<file path="config.mk">
export PLATFORM = sky130hd
export DESIGN_NAME = alu_seq_ctrl_flat
export DESIGN_NICKNAME = d
export VERILOG_FILES = /design/src/rtl/alu_seq_ctrl_if.sv /design/src/rtl/alu_seq_ctrl.sv /design/src/flat_wrapper.sv
export SDC_FILE = /design/constraint.sdc
export NUM_CORES = 1
export LEC_CHECK = 0
export ABC_CLOCK_PERIOD_IN_PS = 6000
export CORE_UTILIZATION = 25
export DETAILED_ROUTE_END_ITERATION = 8
export DONT_BUFFER_PORTS = 1
export PLACE_DENSITY_LB_ADDON = 0.15
export RECOVER_POWER = 50
export SLEW_MARGIN = 20
export SYNTH_ARGS = -nofsm -noshare
export SYNTH_HDL_FRONTEND = slang
export SYNTH_SLANG_ARGS = --single-unit
</file>
<file path="constraint.sdc">
create_clock -name clk -period 6 [get_ports clk]
set_clock_uncertainty 0.1 [all_clocks]
set_input_delay 0.6 -clock clk [delete_from_list [all_inputs] [get_ports clk]]
set_output_delay 0.6 -clock clk [all_outputs]
set_load 0.02 [all_outputs]
</file>
<file path="src/rtl/alu_seq_ctrl_if.sv">
// Instruction-fetch handshake and ALU operand/result bus between the sequencer
// (master) and the instruction memory / ALU pair (slave).
interface alu_seq_ctrl_if;
    logic       imem_req;
    logic [7:0] imem_addr;
    logic       imem_ack;
    logic [8:0] imem_data;

    logic [3:0] alu_opcode;
    logic [7:0] alu_rs1;
    logic [7:0] alu_rs2;
    logic [1:0] alu_constant;
    logic [7:0] alu_out;
    logic       alu_overflow;
    logic       alu_branch_taken;

    modport master (
        output imem_req, imem_addr, alu_opcode, alu_rs1, alu_rs2, alu_constant,
        input  imem_ack, imem_data, alu_out, alu_overflow, alu_branch_taken
    );

    modport slave (
        input  imem_req, imem_addr, alu_opcode, alu_rs1, alu_rs2, alu_constant,
        output imem_ack, imem_data, alu_out, alu_overflow, alu_branch_taken
    );
endinterface

</file>
<file path="src/rtl/alu_seq_ctrl.sv">
// Multi-cycle sequencer: fetches 9-bit instructions, drives the external ALU,
// and retires results into a 4x8 register file and the PC.
module alu_seq_ctrl (
    input  logic                  clk,
    input  logic                  rst_n,
    input  logic                  start,
    alu_seq_ctrl_if.master        bus,
    output logic                  busy,
    output logic                  halted,
    output logic [7:0]            pc,
    output logic                  ov_flag,
    output logic [15:0]           instr_count,
    input  logic [1:0]            dbg_sel,
    output logic [7:0]            dbg_data
);
    localparam int DATA_W = 8;

    typedef enum logic [2:0] {IDLE, FETCH, EXEC, WB, HALT} state_t;

    state_t              state;
    logic [8:0]          ir;
    logic [DATA_W-1:0]   regs [4];
    logic [DATA_W-1:0]   res_p1;
    logic                ov_p1;
    logic                bt_p1;

    logic [3:0]          op;
    logic [1:0]          rd;
    logic [1:0]          rs;
    logic                reserved_unused;

    function automatic logic is_write(input logic [3:0] o);
        return (o <= 4'd4) || ((o >= 4'd6) && (o <= 4'd10)) || (o == 4'd12);
    endfunction

    function automatic logic [15:0] sat_inc(input logic [15:0] v);
        return (v == 16'hFFFF) ? v : v + 16'd1;
    endfunction

    assign op              = ir[8:5];
    assign rd              = ir[4:3];
    assign rs              = ir[2:1];
    assign reserved_unused = ir[0];

    // ALU operands come straight from IR and the register file, so they stay
    // stable for the whole of EXEC and WB.
    assign bus.alu_opcode   = op;
    assign bus.alu_rs1      = regs[rd];
    assign bus.alu_rs2      = regs[rs];
    assign bus.alu_constant = rs;
    assign bus.imem_addr    = pc;
    assign dbg_data         = regs[dbg_sel];

    always_ff @(posedge clk or negedge rst_n) begin
        if (!rst_n) begin
            state        <= IDLE;
            pc           <= '0;
            ir           <= '0;
            for (int i = 0; i < 4; i++) regs[i] <= '0;
            res_p1       <= '0;
            ov_p1        <= 1'b0;
            bt_p1        <= 1'b0;
            bus.imem_req <= 1'b0;
            busy         <= 1'b0;
            halted       <= 1'b0;
            ov_flag      <= 1'b0;
            instr_count  <= '0;
        end else begin
            case (state)
                IDLE, HALT: begin
                    if (start) begin
                        state        <= FETCH;
                        pc           <= '0;
                        instr_count  <= '0;
                        ov_flag      <= 1'b0;
                        bus.imem_req <= 1'b1;
                        busy         <= 1'b1;
                        halted       <= 1'b0;
                    end
                end
                FETCH: begin
                    if (bus.imem_ack) begin
                        ir           <= bus.imem_data;
                        bus.imem_req <= 1'b0;
                        state        <= EXEC;
                    end
                end
                // EXEC -> WB: capture the ALU response
                EXEC: begin
                    res_p1 <= bus.alu_out;
                    ov_p1  <= bus.alu_overflow;
                    bt_p1  <= bus.alu_branch_taken;
                    state  <= WB;
                end
                // WB -> next: architectural update
                WB: begin
                    instr_count <= sat_inc(instr_count);
                    if (is_write(op)) regs[rd] <= res_p1;
                    if (op == 4'd0) ov_flag <= ov_p1;
                    case (op)
                        4'd5:    pc <= bt_p1 ? regs[rs] : pc + 8'd1;
                        4'd11:   pc <= res_p1;
                        4'd15:   pc <= pc;
                        default: pc <= pc + 8'd1;
                    endcase
                    if (op == 4'd15) begin
                        state  <= HALT;
                        busy   <= 1'b0;
                        halted <= 1'b1;
                    end else begin
                        state        <= FETCH;
                        bus.imem_req <= 1'b1;
                    end
                end
                default: state <= IDLE;
            endcase
        end
    end
endmodule

</file>
<file path="src/flat_wrapper.sv">
// flat-port wrapper written by rule: the top's interface ports become plain ports
module alu_seq_ctrl_flat 
  (clk, rst_n, start, busy, halted, pc, ov_flag, instr_count, dbg_sel, dbg_data, bus_imem_req, bus_imem_addr, bus_alu_opcode, bus_alu_rs1, bus_alu_rs2, bus_alu_constant, bus_imem_ack, bus_imem_data, bus_alu_out, bus_alu_overflow, bus_alu_branch_taken);
  alu_seq_ctrl_if bus_i ();
  input  logic clk;
  input  logic rst_n;
  input  logic start;
  output logic busy;
  output logic halted;
  output logic [7:0] pc;
  output logic ov_flag;
  output logic [15:0] instr_count;
  input  logic [1:0] dbg_sel;
  output logic [7:0] dbg_data;
  output wire logic [$bits(bus_i.imem_req)-1:0] bus_imem_req;
  output wire logic [$bits(bus_i.imem_addr)-1:0] bus_imem_addr;
  output wire logic [$bits(bus_i.alu_opcode)-1:0] bus_alu_opcode;
  output wire logic [$bits(bus_i.alu_rs1)-1:0] bus_alu_rs1;
  output wire logic [$bits(bus_i.alu_rs2)-1:0] bus_alu_rs2;
  output wire logic [$bits(bus_i.alu_constant)-1:0] bus_alu_constant;
  input wire logic [$bits(bus_i.imem_ack)-1:0] bus_imem_ack;
  input wire logic [$bits(bus_i.imem_data)-1:0] bus_imem_data;
  input wire logic [$bits(bus_i.alu_out)-1:0] bus_alu_out;
  input wire logic [$bits(bus_i.alu_overflow)-1:0] bus_alu_overflow;
  input wire logic [$bits(bus_i.alu_branch_taken)-1:0] bus_alu_branch_taken;
  assign bus_imem_req = bus_i.imem_req;
  assign bus_imem_addr = bus_i.imem_addr;
  assign bus_alu_opcode = bus_i.alu_opcode;
  assign bus_alu_rs1 = bus_i.alu_rs1;
  assign bus_alu_rs2 = bus_i.alu_rs2;
  assign bus_alu_constant = bus_i.alu_constant;
  assign bus_i.imem_ack = bus_imem_ack;
  assign bus_i.imem_data = bus_imem_data;
  assign bus_i.alu_out = bus_alu_out;
  assign bus_i.alu_overflow = bus_alu_overflow;
  assign bus_i.alu_branch_taken = bus_alu_branch_taken;
  alu_seq_ctrl u_core (.clk(clk), .rst_n(rst_n), .start(start), .bus(bus_i), .busy(busy), .halted(halted), .pc(pc), .ov_flag(ov_flag), .instr_count(instr_count), .dbg_sel(dbg_sel), .dbg_data(dbg_data));
endmodule
</file>
==> qor.csv <==
metric;value;unit
drt_first_pass_iters;4;
seqPwrFrac;43.2;%
setup_violations;0;
cts_tree;yes;
tightest_slew;843;ps
synth_cell_type_count;57;
nets;397;
critical_path_arrival;2090;ps
ys_async_sr_fraction;100;%
antenna_cells;0;
grtUsageTotal;14.6;%
timing.final.crit_share;46.5;%
clock_power_share;19.4;%
dieArea;18700;um2
crit_chain;inv_1, a21oi_1;
grt_use_met3;4.67;%
die_w;137;um
worst_setup_path_start_kind;flip-flop;
crit_slowest_cell;dfrtp_1;
dp_hpwl;9020;um
peakVddDrop;235;uV
gp_congestion;0.724;
ant_nets;0;
netlist_instances;387;
status;completed;
drc;0;
cp_max_fo;11;
htreeDepth;3;
cellLeakagePower;2.01;nW
overflow;0;
rsz0062_at_grt;false;
clockBufferDepth;2;
crit_family;flip-flops;
ys.flop_type;dfrtp_1;
synth_nets;414;
num_rows;48;
p_int;0.00152;W
grt.busiest_layer;met2;
fmax;0.359;GHz
core;17500;um2
p_comb_share;37.4;%
clockRootBuffer;clkbuf_16;
grt_max_degree;82;
maxCapViolCount;0;
powerDensity;566;nW/um2
use_met2;21.4;%
postPlaceCellArea;4660;um2
cts_num_sinks;81;
die_h;137;um
min_period;2790;ps
cts_setup_buffers;0;
yosys_register_bits;81;
critPathBufInv;1;
cts_resized;0;
drive_above_1_share;26.9;%
yosys_warnings;0;
slew_headroom;43.8;%
grt_pass1_vias;3167;
syn2layout_area_growth;9.35;%
portBuffers;0;
worstPathRequired;5300;ps
synth-edff-count;0;
finalSetupTns;0;ps
slew_viol_final;0;
cts.clk_slew.worst_paths;70;ps
clk_latency;350;ps
switchingPower;0.00129;W
wirelength;12700;um
hold_viol;0;
min_path_type;primary input to async pin;
cts_buffers;9;
slowest_delay;880;ps
final_cell_area;4980;um2
vias;3111;
use_met1;20.1;%
seq_area_frac_synth;44.5;%
pin_count;91;
grt_pass1_wl;19800;um
swShare;45.9;%
cp-end-kind;output port;
drtIter0Drc;177;
wl_per_cell;21.2;um
path_class;flip-flop to output port;
initial_core_util;25.9;%
antenna_found_initial;0;
synthesis.area;4550;um2
vias_per_cell;5.19;
syn_avg_cell_area;11.8;um2
cts_hold_buf;1;
==> layout by cell type, fill, tap and decap left out, drive strengths merged, types with 3 or more instances in the layout <==
cell type | synthesis | routed
nor3 | 5 | 5
a32o | 3 | 3
o21ai | 19 | 19
mux2 | 49 | 49
nand4 | 11 | 11
a21o | 3 | 3
a21oi | 11 | 11
clkbuf | 4 | 9
inv | 10 | 15
dfrtp | 81 | 81
nor2 | 16 | 16
mux2i | 9 | 9
or3 | 4 | 4
nand2b | 4 | 4
xor2 | 7 | 7
nor4 | 3 | 3
nor3b | 3 | 3
mux4 | 22 | 22
and3 | 7 | 7
a221oi | 4 | 4
and2 | 6 | 6
nand2 | 34 | 34
nand3 | 15 | 15
==> power groups by stage <==
stage / clock [W] / combinational, W / sequential (W)
global route: 0.000590 / 0.00114 / 0.00127
finish: 0.000547 / 0.00105 / 0.00122
global placement: 0 / 0.00104 / 0.00122
floorplan: 0 / 0.00106 / 0.000978
CTS: 0.000568 / 0.00107 / 0.00122
detailed placement: 0 / 0.00105 / 0.00123
==> final timing paths <==
path / slack [ps] / endpoint / depth (start not counted) / startpoint
max: 3210 / bus_alu_rs2[7] / 2 / u_core.ir[1]$_DFFE_PN0P_
min: 50 / u_core.regs[12]$_DFFE_PN0P_ / 1 / rst_n
max reg2reg: 3330 / u_core.regs[8]$_DFFE_PN0P_ / 4 / u_core.state[2]$_DFFE_PN0P_
min reg2reg: 410 / u_core.ov_p1$_DFFE_PN0P_ / 1 / u_core.ov_p1$_DFFE_PN0P_
max in group asynchronous: 5380 / u_core.instr_count[14]$_DFFE_PN0P_ / 1 / rst_n
min in group clk: 230 / u_core.state[2]$_DFFE_PN0P_ / 1 / start
==> layer usage <==
layer	share of wire [%]	wire length, um
met1	46	5820
met4	1.6	199
met5	0	0
met3	6.8	860
met2	46	5840
==> logic make-up after synthesis <==
group	synth area share, %
AND/OR/NAND/NOR	14.4
flip-flops	44.5
multiplexers	25.0
AO/OA/AOI/OAI	8.99
buffers and inverters	4.78
XOR/XNOR	1.73
adder cells (fa/ha/maj)	0.550
==> state kept, by name, indices dropped and copies added (netlist names) <==
register	flops
u_core.regs	32
u_core.bus.imem_req	1
u_core.bus.imem_addr	8
u_core.halted	1
u_core.res_p1	8
u_core.ir	8
u_core.ov_flag	1
u_core.ov_p1	1
u_core.busy	1
u_core.state	3
u_core.instr_count	16
u_core.bt_p1	1
==> final cells by class <==
class                      instances  area (um2)
clock inverter                     7        60.1
tap                              225         282
fill                            1831       12600
sequential                        81        2030
clock buffer                       9         225
inverter                          10        37.5
multi-input combinational        267        2320
timing repair buffer               1        27.5
==> synth_stat cells, types with 7 or more instances <==
master   number  area share, %
dfrtp_1      81             45
mux2_2       49             12
nand2_1      34            2.8
mux4_2       22             11
o21ai_0      18            2.0
nor2_1       16            1.3
nand3_1      15            1.6
buf_4        14            2.3
a21oi_1      11            1.2
nand4_1      11            1.5
inv_1        10           0.82
buf_2         9           0.99
mux2i_1       9            2.0
and3_1        7           0.96
xor2_1        7            1.3
==> stage by stage <==
stage / setup WS [ps] / hold slack [ps] / utilization (%) / instances / total power [W]
3_5_place_dp: 3320 / 207 / 26.6 / 583 / 0.00228
5_1_grt: 3090 / 76.2 / 28.4 / 600 / 0.00301
4_1_cts: 3120 / 66.4 / 28.3 / 600 / 0.00286
6_report: 3210 / 51.7 / 28.4 / 600 / 0.00282
2_1_floorplan: 3640 / 204 / - / 387 / 0.00204
3_3_place_gp: 3330 / 208 / 26.6 / 583 / 0.00226
Power figures use the tool's default switching activity.
